<file path="config.mk">
export PLATFORM = sky130hd
export DESIGN_NAME = ex_mem_pipe
export DESIGN_NICKNAME = d
export VERILOG_FILES = /design/src/rtl/ex_mem_pipe.sv
export SDC_FILE = /design/constraint.sdc
export NUM_CORES = 1
export LEC_CHECK = 0
export ABC_AREA = 1
export BUFFER_PORTS_ARGS = -buffer_cell sky130_fd_sc_hd__buf_2
export CORE_AREA = 2 2 215 217
export CTS_CLUSTER_DIAMETER = 100
export CTS_CLUSTER_SIZE = 20
export DETAILED_ROUTE_END_ITERATION = 8
export DIE_AREA = 0 0 217 219
export GPL_ROUTABILITY_DRIVEN = 0
export GPL_TIMING_DRIVEN = 0
export MAX_ROUTING_LAYER = met4
export PLACE_DENSITY = 0.59
export SYNTH_ARGS = -nofsm -noshare
export SYNTH_HDL_FRONTEND = slang
export SYNTH_SLANG_ARGS = --single-unit
</file>
<file path="constraint.sdc">
create_clock -name Clk -period 1.38 [get_ports Clk]
set_input_delay 0.207 -clock Clk [delete_from_list [all_inputs] [get_ports Clk]]
set_output_delay 0.207 -clock Clk [all_outputs]
set_load 0.02 [all_outputs]
</file>
<file path="src/rtl/ex_mem_pipe.sv">
// ex_mem_pipe -- EX->MEM pipeline register stage with valid/ready handshake.
//
// Holds the execute-stage result bundle for the memory stage. A bundle is
// accepted when InValid and InReady are both high at a rising edge of Clk,
// and leaves when OutValid and OutReady are both high. Payload outputs always
// come from the head entry.
//
// Build option (macro EX_MEM_SKID_EN):
//   undefined : single entry; InReady = !OutValid | OutReady (combinational).
//   defined   : head plus skid entry; InReady is registered (not FULL), so
//               there is no combinational path from OutReady to InReady and
//               the stage still sustains one bundle per cycle.
//
// Ports:
//   Clk, Rst                 clock (rising edge), async active-low reset
//   InValid / InReady        upstream handshake
//   OutValid / OutReady      downstream handshake
//   Flush                    drops every held bundle and the incoming one
//   Occupancy                number of held bundles (0..2)
//   *In / *Out               instruction bundle payload
//
// state | meaning
// ------+----------------------------------------------
// EMPTY | nothing held, OutValid low
// HEAD  | one bundle held in the head entry
// FULL  | head and skid entries both held (skid build)
module ex_mem_pipe #(
   parameter int DATA_W = 64,
   parameter int ADDR_W = 5
) (
   input  logic              Clk,
   input  logic              Rst,
   input  logic              InValid,
   output logic              InReady,
   output logic              OutValid,
   input  logic              OutReady,
   input  logic              Flush,
   output logic [1:0]        Occupancy,
   input  logic [DATA_W-1:0] RdWriteDataIn,
   input  logic [ADDR_W-1:0] RdAddrIn,
   input  logic              RdWriteEnableIn,
   input  logic [DATA_W-1:0] ImmIn,
   input  logic [6:0]        OpCodeIn,
   input  logic [2:0]        Funct3In,
   input  logic [DATA_W-1:0] Rs1ReadDataIn,
   input  logic [DATA_W-1:0] Rs2ReadDataIn,
   output logic [DATA_W-1:0] RdWriteDataOut,
   output logic [ADDR_W-1:0] RdAddrOut,
   output logic              RdWriteEnableOut,
   output logic [DATA_W-1:0] ImmOut,
   output logic [6:0]        OpCodeOut,
   output logic [2:0]        Funct3Out,
   output logic [DATA_W-1:0] Rs1ReadDataOut,
   output logic [DATA_W-1:0] Rs2ReadDataOut
);

   localparam int PAY_W = 4*DATA_W + ADDR_W + 1 + 7 + 3;

   typedef enum logic [1:0] {
      EMPTY = 2'd0,
      HEAD  = 2'd1,
      FULL  = 2'd2
   } state_t;

   state_t             state;
   state_t             nextState;
   logic [PAY_W-1:0]   inPayload;
   logic [PAY_W-1:0]   headQ;
   logic               headWe;
   logic               inFire;
   logic               outFire;
   logic               loadHeadFromIn;
`ifdef EX_MEM_SKID_EN
   logic [PAY_W-1:0]   skidQ;
   logic               loadSkid;
   logic               loadHeadFromSkid;
   logic               inReadyQ;
`endif

   assign inPayload = {RdWriteDataIn, RdAddrIn, RdWriteEnableIn, ImmIn,
                       OpCodeIn, Funct3In, Rs1ReadDataIn, Rs2ReadDataIn};

   assign inFire  = InValid & InReady;
   assign outFire = OutValid & OutReady;

   always_comb begin
      nextState      = state;
      loadHeadFromIn = 1'b0;
`ifdef EX_MEM_SKID_EN
      loadSkid         = 1'b0;
      loadHeadFromSkid = 1'b0;
`endif
      if (Flush) begin
         // Only valid state is cleared; stale payload is harmless.
         nextState = EMPTY;
      end else begin
         case (state)
            EMPTY: begin
               if (inFire) begin
                  nextState      = HEAD;
                  loadHeadFromIn = 1'b1;
               end
            end
            HEAD: begin
               if (inFire && outFire) begin
                  loadHeadFromIn = 1'b1;
               end else if (outFire) begin
                  nextState = EMPTY;
               end
`ifdef EX_MEM_SKID_EN
               else if (inFire) begin
                  nextState = FULL;
                  loadSkid  = 1'b1;
               end
`endif
            end
`ifdef EX_MEM_SKID_EN
            FULL: begin
               // InReady is low in FULL, so only a departure can happen.
               if (outFire) begin
                  nextState        = HEAD;
                  loadHeadFromSkid = 1'b1;
               end
            end
`endif
            default: nextState = EMPTY;
         endcase
      end
   end

   always_ff @(posedge Clk or negedge Rst) begin
      if (!Rst) begin
         state <= EMPTY;
      end else begin
         state <= nextState;
      end
   end

   always_ff @(posedge Clk or negedge Rst) begin
      if (!Rst) begin
         headQ <= '0;
      end else if (loadHeadFromIn) begin
         headQ <= inPayload;
      end
`ifdef EX_MEM_SKID_EN
      else if (loadHeadFromSkid) begin
         headQ <= skidQ;
      end
`endif
   end

`ifdef EX_MEM_SKID_EN
   always_ff @(posedge Clk or negedge Rst) begin
      if (!Rst) begin
         skidQ <= '0;
      end else if (loadSkid) begin
         skidQ <= inPayload;
      end
   end

   // Reset to 1 so the first edge after reset release can accept.
   always_ff @(posedge Clk or negedge Rst) begin
      if (!Rst) begin
         inReadyQ <= 1'b1;
      end else begin
         inReadyQ <= (nextState != FULL);
      end
   end

   assign InReady   = inReadyQ & Rst & ~Flush;
   assign Occupancy = (state == FULL) ? 2'd2 :
                      (state == HEAD) ? 2'd1 : 2'd0;
`else
   assign InReady   = Rst & ~Flush & (~OutValid | OutReady);
   assign Occupancy = {1'b0, (state == HEAD)};
`endif

   assign OutValid = (state != EMPTY);

   assign {RdWriteDataOut, RdAddrOut, headWe, ImmOut,
           OpCodeOut, Funct3Out, Rs1ReadDataOut, Rs2ReadDataOut} = headQ;

   assign RdWriteEnableOut = headWe & OutValid;

endmodule

</file>
==> impl_metrics.tcl <==
set metrics [dict create \
    path_class "reg2out" \
    ys_ff_latch 273 \
    num_rows 78 \
    drive_above_1_share 0.410 \
    ant_nets 0 \
    worstSetupStartpointType "flip-flop" \
    routed_wl_um 54500 \
    setup_viol 248 \
    route.detailed.drc 0 \
    fin_util 0.515 \
    dpl.hpwl_um 34400 \
    grt-ovfl-total 0 \
    cts_root_buf "clkbuf_16" \
    period_needed_ns 1.61 \
    worst-slew-pin-transition_ns 0.659 \
    area_growth_pct 76.3 \
    endpoint_kind "primary output" \
    clockBufferDepth 3 \
    synth_top_area_cell "dfrtp_1" \
    syn-num-nets 1771 \
    run_status "finished, violations left" \
    rsz0062_at_grt "true" \
    synth_top_area_share 0.518 \
    core_area_um2 45100 \
    worstHoldStart "Rs2ReadDataIn[59]" \
    hold_class "in2reg" \
    synth_cells 1494 \
    cts_sinks 273 \
    first_pass_iters 5 \
    io_pins 553 \
    die_x_um 217 \
    p_per_area_nw_per_um2 1150 \
    hold_end "headQ[59]" \
    fin_worst_skew_ns 0.0101 \
    violations "negative setup slack" \
    ys_seq_area_frac 0.518 \
    fillers 3881 \
    maxCapViolations 0 \
    grt_pass1_wl_um 74100 \
    rr_startpoint "state[0]" \
    finalNonFillerCells 2981 \
    die_h_um 219 \
    synth_area_leaders "dfrtp_1, buf_4, nand2_1" \
    crit_required_ns 1.17 \
    initial_core_util 0.292 \
    grt_pass1_vias 13500 \
    die_area_um2 47500 \
    path_clk_slew_ns 0.08 \
    cpMaxStageDelayCell "dfrtp_1" \
    antenna_found_initial 0 \
    holdPathStages 3 \
    cts_buffers 18 \
    io_buffers 551 \
    reg2reg_setup_slack_ns -0.20 \
    crit_path_cell_trace "nand2_4 -> buf_8 -> inv_4 -> nor3_4 -> buf_6" \
    crit_arrival_ns 1.41 \
    place_inst 2647 \
    grt.total_usage 0.205 \
    viasPerCell 4.67 \
    slew_viol_final 0 \
    timing.final.hold_violations 0 \
    fin_ws_ns -0.232 \
    finalCritPeriodShare 1.17 \
    relSlewSlack 0.561 \
    ir_worst_vdd_v 0.000927 \
    r2r-end "headQ[236]" \
    final_common_cell "nand2_1" \
    mostFrequentLayoutCells "nand2_1, buf_6, buf_2" \
    drt_iter0_markers 898 \
    yosysUniqueCellTypes 15 \
    netlist_area_um2 13200 \
    ys_warn_count 0 \
    via_count 13900 \
    cts_htree_levels 1 \
    nets 2653 \
    clock.fmax_mhz 620 \
    leakagePower_nw 12.2 \
    ff2ff_path_depth 9 \
    syn_avg_cell_area_um2 8.82 \
    critical_path.max_stage_delay_ns 0.42 \
    grt_max_degree 109 \
    routedWlPerCell_um 18.3 \
    clk_latency_ns 0.52 \
    cts_tree "built" \
    preCtsSetupSlack_ns -1.50 \
    cp_max_fo 2 \
]
[flip-flops by register name (all words and copies together) (netlist names)]
| signal | count |
|---|---|
| headQ | 272 |
| state | 1 |
[metrics by stage]
step | cell area [um^2] | hold WS, ns | TNS [ns] | total power [W]
after floorplan | 13200 | -0.0886 | 0 | 0.0150
after global placement | 16700 | 0.412 | -2946.15 | 0.0176
after detailed placement | 16800 | 0.229 | -333.46 | 0.0177
after CTS | 20700 | 0.00244 | -48.41 | 0.0240
after global routing | 23200 | 0.0106 | -52.96 | 0.0278
final | 23200 | 0.0191 | -26.58 | 0.0266
[what timing repair did]
action	CTS	global route
resized for setup	133	839
pin swaps	1	2
buffers inserted	8	130
gates cloned	8	1
hold endpoints to repair	495	0
hold buffers	281	0
endpoints found under the setup margin	547	547
[worst max-delay path: cells and delay by family (launching register included)]
family / cells / cell delay (ns)
DFF: 1 / 0.42
buffers and inverters: 3 / 0.27
and+or+nand+nor: 2 / 0.20
[synthesized netlist by cell type]
| cell | number |
|---|---|
| buf_6 | 1 |
| a21oi_1 | 1 |
| nand3_1 | 1 |
| buf_1 | 24 |
| nand4_1 | 272 |
| buf_4 | 273 |
| nand2_1 | 546 |
| buf_2 | 35 |
| inv_1 | 4 |
| nor2_2 | 1 |
| conb_1 | 1 |
| dfrtp_1 | 273 |
| nor2_1 | 1 |
| clkbuf_1 | 60 |
| nor3_1 | 1 |
[final cells by class]
type                       instances  area [um^2]  share of cell area
antenna                            1         2.50            0.000108
timing repair buffer             979         8660               0.373
multi-input combinational        824         3830               0.165
clock buffer                      21          483              0.0208
tap                              600          751              0.0323
inverter                           4         17.5            0.000754
buffer                           276         2630               0.113
sequential                       273         6830               0.294
clock inverter                     3         33.8             0.00145
[routing by layer]
| layer | wire [um] | vias to the layer above | share of wire | track usage |
|---|---|---|---|---|
| li1 | - | 6456 | - | - |
| met1 | 21000 | 6685 | 0.39 | 0.238 |
| met2 | 27100 | 642 | 0.50 | 0.348 |
| met3 | 3850 | 147 | 0.071 | 0.0409 |
| met4 | 2500 | 0 | 0.046 | 0.0842 |
| met5 | 0 | - | 0 | - |
[cell families after synthesis]
logic type,after synthesis,synth area share
buf+inv,397,0.195
simple gates,822,0.286
compound gates,1,0.000379
other cells,1,0.000285
flops,273,0.518
[how the worst max path moves through the flow]
| stage | start | to | slack (ns) | depth (start not counted) |
|---|---|---|---|---|
| detailed placement | Rst | headQ[100] | -1.50 | 8 |
| floorplan | state[0] | headQ[174] | 0.05 | 7 |
| CTS | state[0] | InReady | -0.30 | 5 |
| finish | state[0] | InReady | -0.23 | 5 |
| global placement | Rst | headQ[97] | -5.86 | 7 |
| global route | state[0] | InReady | -0.31 | 5 |
[report_power, final]
group          internal, W  switching [W]
registers          0.00930        0.00107
logic              0.00603        0.00476
clock network      0.00253        0.00292
Note: power is estimated with default switching activity, not from simulation.
